File: config.mk
export PLATFORM = sky130hd
export DESIGN_NAME = seq_divider_param
export DESIGN_NICKNAME = d
export VERILOG_FILES = /design/src/rtl/div_pkg.sv /design/src/rtl/div_step.sv /design/src/rtl/seq_divider_param.sv
export SDC_FILE = /design/constraint.sdc
export NUM_CORES = 1
export LEC_CHECK = 0
export BUFFER_PORTS_ARGS = -buffer_cell sky130_fd_sc_hd__buf_4
export CAP_MARGIN = 40
export CORE_MARGIN = 5
export CORE_UTILIZATION = 54
export CTS_CLUSTER_SIZE = 10
export DETAILED_ROUTE_END_ITERATION = 8
export PLACE_DENSITY = 0.76
export SLEW_MARGIN = 25
export SYNTH_ARGS = -nofsm -noshare
export SYNTH_HDL_FRONTEND = slang
export SYNTH_SLANG_ARGS = --single-unit
File: constraint.sdc
create_clock -name clk -period 2.3 [get_ports clk]
set_input_delay 0.345 -clock clk [delete_from_list [all_inputs] [get_ports clk]]
set_output_delay 0.345 -clock clk [all_outputs]
set_load 0.02 [all_outputs]
File: src/rtl/div_pkg.sv
// Shared definitions for the sequential restoring divider: FSM encoding,
// bench-facing latency constants and the counter-width helper.
package div_pkg;

  typedef enum logic [2:0] {
    IDLE = 3'd0,
    LOAD = 3'd1,
    ITER = 3'd2,
    FIX  = 3'd3,
    DONE = 3'd4
  } state_t;

  localparam int LAT_DBZ = 2;

  function automatic int lat_norm(input int nbit);
    return nbit + 3;
  endfunction

  function automatic int clog2(input int n);
    int r;
    r = 0;
    for (int i = 0; i < 32; i++)
      if ((1 << i) < n) r = i + 1;
    return r;
  endfunction

endpackage

File: src/rtl/div_step.sv
// One radix-2 restoring step: shift the next dividend bit into the partial
// remainder, trial-subtract the divisor, keep the difference if it fits.
module div_step #(
  parameter int NBIT = 8
) (
  input  logic [NBIT-1:0] rem,
  input  logic            dvd_msb,
  input  logic [NBIT-1:0] divisor,
  output logic [NBIT-1:0] rem_next,
  output logic            q_bit
);

  logic [NBIT:0] rem_sh;
  logic [NBIT:0] trial;

  assign rem_sh = {rem, dvd_msb};
  assign trial  = rem_sh - {1'b0, divisor};
  // With rem's MSB set the shifted value exceeds any divisor, so the
  // subtraction always succeeds even though trial's top bit may read as 1.
  assign q_bit    = rem[NBIT-1] | ~trial[NBIT];
  assign rem_next = q_bit ? trial[NBIT-1:0] : rem_sh[NBIT-1:0];

endmodule

File: src/rtl/seq_divider_param.sv
// Multi-cycle signed/unsigned restoring divider with start/done handshake,
// divide-by-zero and signed-overflow flags. Outputs are registered.
module seq_divider_param
  import div_pkg::*;
#(
  parameter int NBIT      = 8,
  parameter bit SIGNED_EN = 1'b1
) (
  input  logic            clk,
  input  logic            reset,
  input  logic            start,
  input  logic            signed_mode,
  input  logic [NBIT-1:0] A,
  input  logic [NBIT-1:0] B,
  output logic            busy,
  output logic            done,
  output logic [NBIT-1:0] Q,
  output logic [NBIT-1:0] R,
  output logic            div_by_zero,
  output logic            overflow
);

  localparam int            CW       = clog2(NBIT);
  localparam logic [CW-1:0] CNT_LAST = CW'(NBIT - 1);

  state_t          state_q, state_d;
  logic [NBIT-1:0] a_q, b_q, dvd_q, dvs_q, rem_q;
  logic            sgn_q, qneg_q, rneg_q;
  logic [CW-1:0]   cnt_q;

  logic [NBIT-1:0] rem_nx;
  logic            q_bit;
  logic            a_neg, b_neg, b_zero, ovf;
  logic [NBIT-1:0] a_mag, b_mag, q_fix, r_fix;

  div_step #(.NBIT(NBIT)) u_step (
    .rem      (rem_q),
    .dvd_msb  (dvd_q[NBIT-1]),
    .divisor  (dvs_q),
    .rem_next (rem_nx),
    .q_bit    (q_bit)
  );

  assign a_neg  = sgn_q & a_q[NBIT-1];
  assign b_neg  = sgn_q & b_q[NBIT-1];
  assign a_mag  = a_neg ? -a_q : a_q;
  assign b_mag  = b_neg ? -b_q : b_q;
  assign b_zero = (b_q == '0);
  assign q_fix  = qneg_q ? -dvd_q : dvd_q;
  assign r_fix  = rneg_q ? -rem_q : rem_q;
  // MIN / -1 needs no special datapath: |MIN| wraps back to MIN in NBIT bits.
  assign ovf    = sgn_q && (a_q == {1'b1, {(NBIT-1){1'b0}}}) && (b_q == '1);

  always_comb begin
    state_d = state_q;
    unique case (state_q)
      IDLE:    if (start) state_d = LOAD;
      LOAD:    state_d = b_zero ? DONE : ITER;
      ITER:    if (cnt_q == '0) state_d = FIX;
      FIX:     state_d = DONE;
      DONE:    state_d = IDLE;
      default: state_d = IDLE;
    endcase
  end

  always_ff @(posedge clk) begin
    if (reset) begin
      state_q     <= IDLE;
      a_q         <= '0;
      b_q         <= '0;
      sgn_q       <= 1'b0;
      dvd_q       <= '0;
      dvs_q       <= '0;
      rem_q       <= '0;
      qneg_q      <= 1'b0;
      rneg_q      <= 1'b0;
      cnt_q       <= '0;
      busy        <= 1'b0;
      done        <= 1'b0;
      Q           <= '0;
      R           <= '0;
      div_by_zero <= 1'b0;
      overflow    <= 1'b0;
    end else begin
      state_q <= state_d;
      busy    <= state_q inside {LOAD, ITER, FIX};
      done    <= (state_q == DONE);
      unique case (state_q)
        IDLE: if (start) begin
          a_q         <= A;
          b_q         <= B;
          sgn_q       <= SIGNED_EN && signed_mode;
          Q           <= '0;
          R           <= '0;
          div_by_zero <= 1'b0;
          overflow    <= 1'b0;
        end
        LOAD: begin
          dvd_q  <= a_mag;
          dvs_q  <= b_mag;
          rem_q  <= '0;
          cnt_q  <= CNT_LAST;
          qneg_q <= a_neg ^ b_neg;
          rneg_q <= a_neg;
          if (b_zero) begin
            Q           <= '1;
            R           <= a_q;
            div_by_zero <= 1'b1;
          end
        end
        ITER: begin
          dvd_q <= {dvd_q[NBIT-2:0], q_bit};
          rem_q <= rem_nx;
          cnt_q <= cnt_q - CW'(1);
        end
        FIX: begin
          Q        <= q_fix;
          R        <= r_fix;
          overflow <= ovf;
        end
        default: ;
      endcase
    end
  end

endmodule

==> metrics.txt, run 1 <==
status finished clean; biggest cell delay along the critical path roughly 0.54 ns; count of pins over their slew limit 0; count of different cell masters after synthesis between 50 and 60; number of enable flip-flop cells after synthesis 0; total instance count after detailed placement 794; GPL Wtd Cong 0.905; final hold viol count 0; power after layout 0.00475 W; count of buffers inserted at the top-level ports 39; worst endpoint data arrival time approximately 2.6 ns; Antenna Nets Post-Route 0; Worst Setup Path Type reg -> reg; adder and majority gate portion of the synthesized area under 10%; n_diodes 0; number of rows in the core area 35; clock buffers created by TritonCTS 9; post-synthesis instance area about 5000 um^2; clock root buffer clkbuf_8; type of the most critical hold path in -> reg; setup-violating endpoint count in the final report 0; compound-gate portion of the synthesized area 20.5%; Total Wirelength 12700 um; Worst setup EP type flip-flop; Max Cap Violations 0; share of synthesized area spent on multiplexers under 10%; uppermost layer routed met4; largest family of logic cells by synthesized area simple AND/OR/NAND/NOR gates; setup repair after global routing missed its margin true; HPWL reported at the end of detailed placement around 9200 um; syn avg cell area around 8 um^2; mean routed wirelength per cell ~16 um; Net Sw Frac a little over a third; Cell Int Power 0.00303 W; overall global routing resource usage between 20% and 30%; routed length on met2 between 5000 and 6000 um; wire length of the first global-routing pass approximately 21000 um; sequential fraction of design power between 40% and 50%; Power Density roughly 800 nW/um^2; CP top delay family simple AND/OR/NAND/NOR gates; Worst-path clk slew around 0.10 ns; chip width 107 um; met1 layer wirelength in the final routing between 5000 and 6000 um; clock insertion delay at the later pin of the skew report between 0.3 and 0.4 ns; number of buffers on the longest clock path 2; floorplan die area 11500 um^2; Core Region ~9000 um^2; number of buffer and inverter stages on the critical path 0; Mapped Cells about 640; cell occurring most often along the worst timing path or4_4; Warnings, synthesis 0; router iterations before antenna repair 4; TritonCTS clock tree built; Crit path required time around 2.6 ns; actual transition at the worst max-transition pin approximately 0.54 ns; Crit Path Max Fanout 3; met3 routed WL 798 um; hold-fix buffers at CTS 0; worst hold margin 0.215 ns; post-layout minimum cycle time ~2.2 ns; number of DRC violations after detailed-routing iteration 0 320; Max H-tree Level 3; Final Cycle Share just under 100%; initial antenna violation count 0; area used by sequential logic in the layout 1960 um^2; dominant synthesized flop cell dfxtp_1; DRC Markers 0; Post-Synth XOR/XNOR Area 3.60%; cells along the critical path or4_4 > or4_4 > or4_4 > mux2_4 > nor2_4; setup repair bufs after CTS 0; fraction of registers with async set/reset 0%; vias after detailed routing a little under 5000; power share of the clock group around 23%; FILL cells just over 800; non-filler cells, final slightly above 800; cell at the slowest stage of the critical path or4_4; Comb pwr share 34.5%; number of register bits inferred by synthesis 98; maximum vdd drop 0.441 mV; leakage dissipation 2.18 nW; vias in the first global route 4328; Net Switching about 0.0017 W; maximum number of pins on one net before global-route repair 42; largest clock skew in the final design roughly 0.013 ns; highest attainable clock frequency ~450 MHz; portion of the post-synthesis area used by sequential elements 38.4%; layout cell share with drive strength beyond 1 roughly 17%; Num Clock Sinks just under 100; basic-gate share of the synthesized area counting and, or, nand and nor cells about a quarter; DR vias/cell 5.96; area used by multi-input combinational logic a little under 3000 um^2; growth of design area from synthesis to finish 15.3%; overall die height 107 um; io pins 40; startpoint types flip-flop; fin nets about 710; total negative slack 0 ns; Initial Utilization ~55%; Mapped Nets 672; headroom to the max-slew limit roughly 64%; sum of overflow across all layers after global routing 0
## cells in the final DEF (no fill, tap or decap), types with 4 or more instances in the layout
master and instances:
a2111o_1 4, nor4_1 10, xor2_1 11, nand2b_1 6, a311oi_1 8, ha_1 14
clkbuf_8 12, nor2_1 59, inv_1 21, or4_1 4, nor3_1 20, a22oi_1 5
o211ai_1 9, a21boi_0 5, xnor2_1 10, nor3b_1 6, mux2_2 11, o311ai_0 4
o41ai_1 4, nand3_1 17, buf_4 72, o2111ai_1 4, a211oi_1 6, a21oi_1 62
o31ai_1 8, o21ai_0 20, a221oi_1 4, nand2_1 79, dfxtp_1 96, nand4_1 14
nor2b_1 5, or3_1 20
## sequential cells by signal, summed over array words and instances (netlist names)
signal,cells
qneg_q,1
state_q,3
Q,8
R,8
cnt_q,32
b_q,8
rem_q,8
sgn_q,1
rneg_q,1
div_by_zero,1
dvs_q,8
a_q,8
overflow,1
busy,1
done,1
dvd_q,8
## power by group through the flow
stage / sequential [W] / clock, W / combinational, W
3_5_place_dp: 0.00206 / 0 / 0.00156
6_report: 0.00203 / 0.00108 / 0.00164
5_1_grt: 0.00205 / 0.00117 / 0.00180
2_1_floorplan: 0.00203 / 0 / 0.00107
3_3_place_gp: 0.00205 / 0 / 0.00153
4_1_cts: 0.00202 / 0.00110 / 0.00158
## repair_timing
| action | CTS | global route |
|---|---|---|
| gates resized for setup | 1 | 8 |
| setup endpoints to repair | 2 | 15 |
| pin swaps | 0 | 1 |
## per-stage QoR
step | util (%) | cell area, um^2 | worst slack, ns
after detailed placement | 61.2 | 5650 | -0.0168
after global routing | 63.7 | 5890 | -0.00379
after global placement | 61.2 | 5650 | 0.0366
after floorplan | - | 5120 | -0.0193
after CTS | 63.3 | 5850 | 0.00225
final | 63.7 | 5890 | 0.0558
## area by class of cell
cell class | count | area share, %
multi-input combinational | 475 | 50.2
sequential | 98 | 33.4
timing repair buffer | 72 | 9.18
clock buffer | 12 | 2.80
tap | 129 | 2.74
inverter | 21 | 1.34
clock inverter | 3 | 0.404
## logic make-up (layout without fill, tap and decap cells)
group           count (synthesis)  after routing
mux                            15             15
fa+ha+maj                      15             15
xor+xnor                       21             21
buf+inv                        64            108
simple gates                  265            265
compound gates                159            159
flops                          98             98
## path summary, 6_finish.rpt
check                              from                endpoint  slack [ns]  depth (start not counted)
setup / recovery  cnt_q[8]$_SDFFE_PP0P_  cnt_q[18]$_SDFFE_PP0P_        0.06                          5
hold / removal                     B[0]     b_q[0]$_SDFFE_PP0P_        0.22                          3
setup reg to reg  cnt_q[8]$_SDFFE_PP0P_  cnt_q[18]$_SDFFE_PP0P_        0.06                          5
hold reg to reg       R[6]$_SDFFE_PP0P_       R[6]$_SDFFE_PP0P_        0.46                          2
## per-layer routing
| metal | global-route usage (%) | up-vias |
|---|---|---|
| met5 | 0 | - |
| met4 | 5.11 | 0 |
| met3 | 4.21 | 12 |
| met2 | 36.2 | 138 |
| met1 | 31.0 | 2282 |
| li1 | - | 2394 |
## synth_stat cells (all sizes together), types with 3 or more instances
cell type | instances | area share [%]
a21oi | 63 | 6.2
or4 | 7 | 1.1
nand2 | 79 | 5.8
mux2i | 3 | 0.59
and3 | 3 | 0.37
nor2 | 60 | 4.4
o31ai | 8 | 1.2
nor4b | 3 | 0.51
a41oi | 3 | 0.51
o211ai | 9 | 1.3
o311ai | 4 | 0.69
ha | 14 | 3.4
mux2 | 12 | 2.6
o2111ai | 4 | 0.69
nand4 | 14 | 1.7
or3 | 20 | 2.5
dfxtp | 98 | 38
or2 | 3 | 0.37
a22oi | 5 | 0.74
nor3 | 22 | 2.2
o21ai | 21 | 2.1
nand3 | 17 | 1.7
o41ai | 4 | 0.69
o21a | 3 | 0.44
a211oi | 6 | 0.88
inv | 21 | 1.5
nor3b | 8 | 1.3
a311oi | 8 | 1.4
xor2 | 11 | 1.9
clkbuf | 41 | 3.0
a2111o | 4 | 0.88
xnor2 | 10 | 1.7
nor2b | 5 | 0.61
a21boi | 5 | 0.74
nor4 | 11 | 1.5
nand2b | 6 | 0.74
a221oi | 4 | 0.69
## worst reg2reg max path, cell delays in order (launching register included)
cell and delay (ns):
dfxtp_2 0.33, or4_4 0.54, or4_4 0.43, or4_4 0.50, mux2_4 0.33, nor2_4 0.07
No activity file was read; power rests on OpenSTA's default activity.
==> run 2, diff against run 1 <==
--- a/config.mk
+++ b/config.mk
@@ -7,6 +7,7 @@
 export LEC_CHECK = 0
 export BUFFER_PORTS_ARGS = -buffer_cell sky130_fd_sc_hd__buf_4
 export CAP_MARGIN = 40
+export CORE_ASPECT_RATIO = 0.75
 export CORE_MARGIN = 5
 export CORE_UTILIZATION = 54
 export CTS_CLUSTER_SIZE = 10
==> run 2 against run 1 <==
Routed wire length increased by 9.0%. Final cell count fell by 0.49%. Cell area is 2.2% higher. Largest power group unchanged. Highest routed layer unchanged.
==> metrics.txt, run 2 (synthesized netlist as in run 1, its figures left out) <==
Num Clock Sinks slightly below 100; largest clock skew in the final design between 0.009 and 0.01 ns; setup repair bufs after CTS 0; HPWL reported at the end of detailed placement approximately 9700 um; vias in the first global route about 4500; post-layout minimum cycle time around 2.3 ns; leakage dissipation 2.24 nW; Worst-path clk slew 0.07 ns; growth of design area from synthesis to finish 17.9%; area used by sequential logic in the layout between 1500 and 2000 um^2; count of buffers inserted at the top-level ports 39; number of rows in the core area 30; DRC Markers 0; commonest non-fill, non-tap cell in the layout dfxtp_1; chip width roughly 120 um; maximum vdd drop 0.453 mV; Most flops, register cnt_q; overall global routing resource usage between 20% and 30%; count of pins over their slew limit 0; router iterations before antenna repair 5; Antenna Nets Post-Route 0; top library cells by usage in the layout, fill and taps aside dfxtp_1 (97), nand2_1 (79), buf_4 (67), a21oi_1 (62), nor2_1 (60); layout cell share with drive strength beyond 1 roughly 17%; Power Density roughly 900 nW/um^2; sum of overflow across all layers after global routing 0; Crit Path Max Fanout 5; Core Region 9120 um^2; Initial Utilization a little under three fifths; status finished clean; actual transition at the worst max-transition pin around 0.58 ns; total negative slack 0 ns; io pins 40; Worst setup EP type flip-flop; power after layout about 0.0054 W; Final Cycle Share between 90% and 100%; setup-violating endpoint count in the final report 0; FILL cells just under 800; n_diodes 0; number of cells traversed by the worst register-to-register path 5; vias after detailed routing between 4000 and 5000; worst endpoint data arrival time 2.55 ns; number of buffers on the longest clock path 2; floorplan die area about 12000 um^2; DR vias/cell between 6 and 7; final hold viol count 0; clock root buffer clkbuf_16; Worst Setup Path Type reg -> reg; Worst Hold Path Cells 3; Crit path required time about 2.6 ns; flop-to-flop setup slack around 0.034 ns; number of DRC violations after detailed-routing iteration 0 between 500 and 600; clock insertion delay at the later pin of the skew report about 0.35 ns; GPL Wtd Cong between 0.8 and 0.9; hold-fix buffers at CTS 0; Total Wirelength 13900 um; overall die height around 94 um; Max H-tree Level 3; clock buffers created by TritonCTS 9; headroom to the max-slew limit just over 60%; type of the most critical hold path in -> reg; startpoint types flip-flop; fin nets about 700; Max Cap Violations 0; TritonCTS clock tree built; highest attainable clock frequency 441 MHz; initial antenna violation count 0; flip-flop count of the largest register after layout 32; area used by multi-input combinational logic roughly 3000 um^2; wire length of the first global-routing pass about 22000 um; maximum number of pins on one net before global-route repair between 50 and 60; mean routed wirelength per cell 17.2 um
run 2: cell types whose count changed in the layout (fill, tap and decap cells not counted), sizes merged:
| cell | previous run | this run |
|---|---|---|
| buf | 72 | 68 |
| bufinv | 0 | 2 |
| clkinvlp | 2 | 0 |
| clkinv | 1 | 2 |
run 2: cell type report:
class | instances | area share [%]
clock inverters | 4 | 1.23
inverters | 21 | 1.31
flip-flops and latches | 98 | 32.6
clock buffers | 12 | 4.26
repair buffers | 68 | 8.69
well taps | 128 | 2.66
multi-input cells | 475 | 49.2
run 2: power breakdown:
part / switching [W] / internal [W]
sequential: 0.000194 / 0.00186
clock: 0.000632 / 0.00101
combinational: 0.000985 / 0.000699
run 2: stage by stage:
stage          hold slack (ns)  cells  setup slack [ns]  area [um^2]  utilization, %
5_1_grt                  0.238    806           -0.0151         6020            66.0
3_5_place_dp             0.453    789           -0.0336         5640            61.8
4_1_cts                  0.233    805            0.0327         5980            65.5
6_report                 0.240    806            0.0340         6020            66.0
2_1_floorplan            0.428    637           -0.0193         5120               -
3_3_place_gp             0.442    789           0.00391         5640            61.8
run 2: final timing paths:
kind | from | to
worst max-delay path | cnt_q[8]$_SDFFE_PP0P_ | cnt_q[18]$_SDFFE_PP0P_
worst min-delay path | B[3] | b_q[3]$_SDFFE_PP0P_
worst max register to register | cnt_q[8]$_SDFFE_PP0P_ | cnt_q[18]$_SDFFE_PP0P_
worst min register to register | R[5]$_SDFFE_PP0P_ | R[5]$_SDFFE_PP0P_
run 2: routing by layer:
metal	part of all wire [%]	GRT usage [%]	up-vias
met2	46	37.9	175
met1	47	34.5	2363
met4	1.2	6.34	0
li1	-	-	2389
met5	0	0	-
met3	6.4	4.58	18
run 2: what timing repair did:
| action | 4_1_cts | 5_1_grt |
|---|---|---|
| pin swaps | 0 | 2 |
| gates resized for setup | 2 | 9 |
| setup endpoints to repair | 3 | 9 |
run 2: worst max-delay path: stages (launching register included):
cell     delay, ns
dfxtp_2       0.32
or4_4         0.57
or4_4         0.44
or4_4         0.49
mux2_4        0.30
nor2_1        0.08
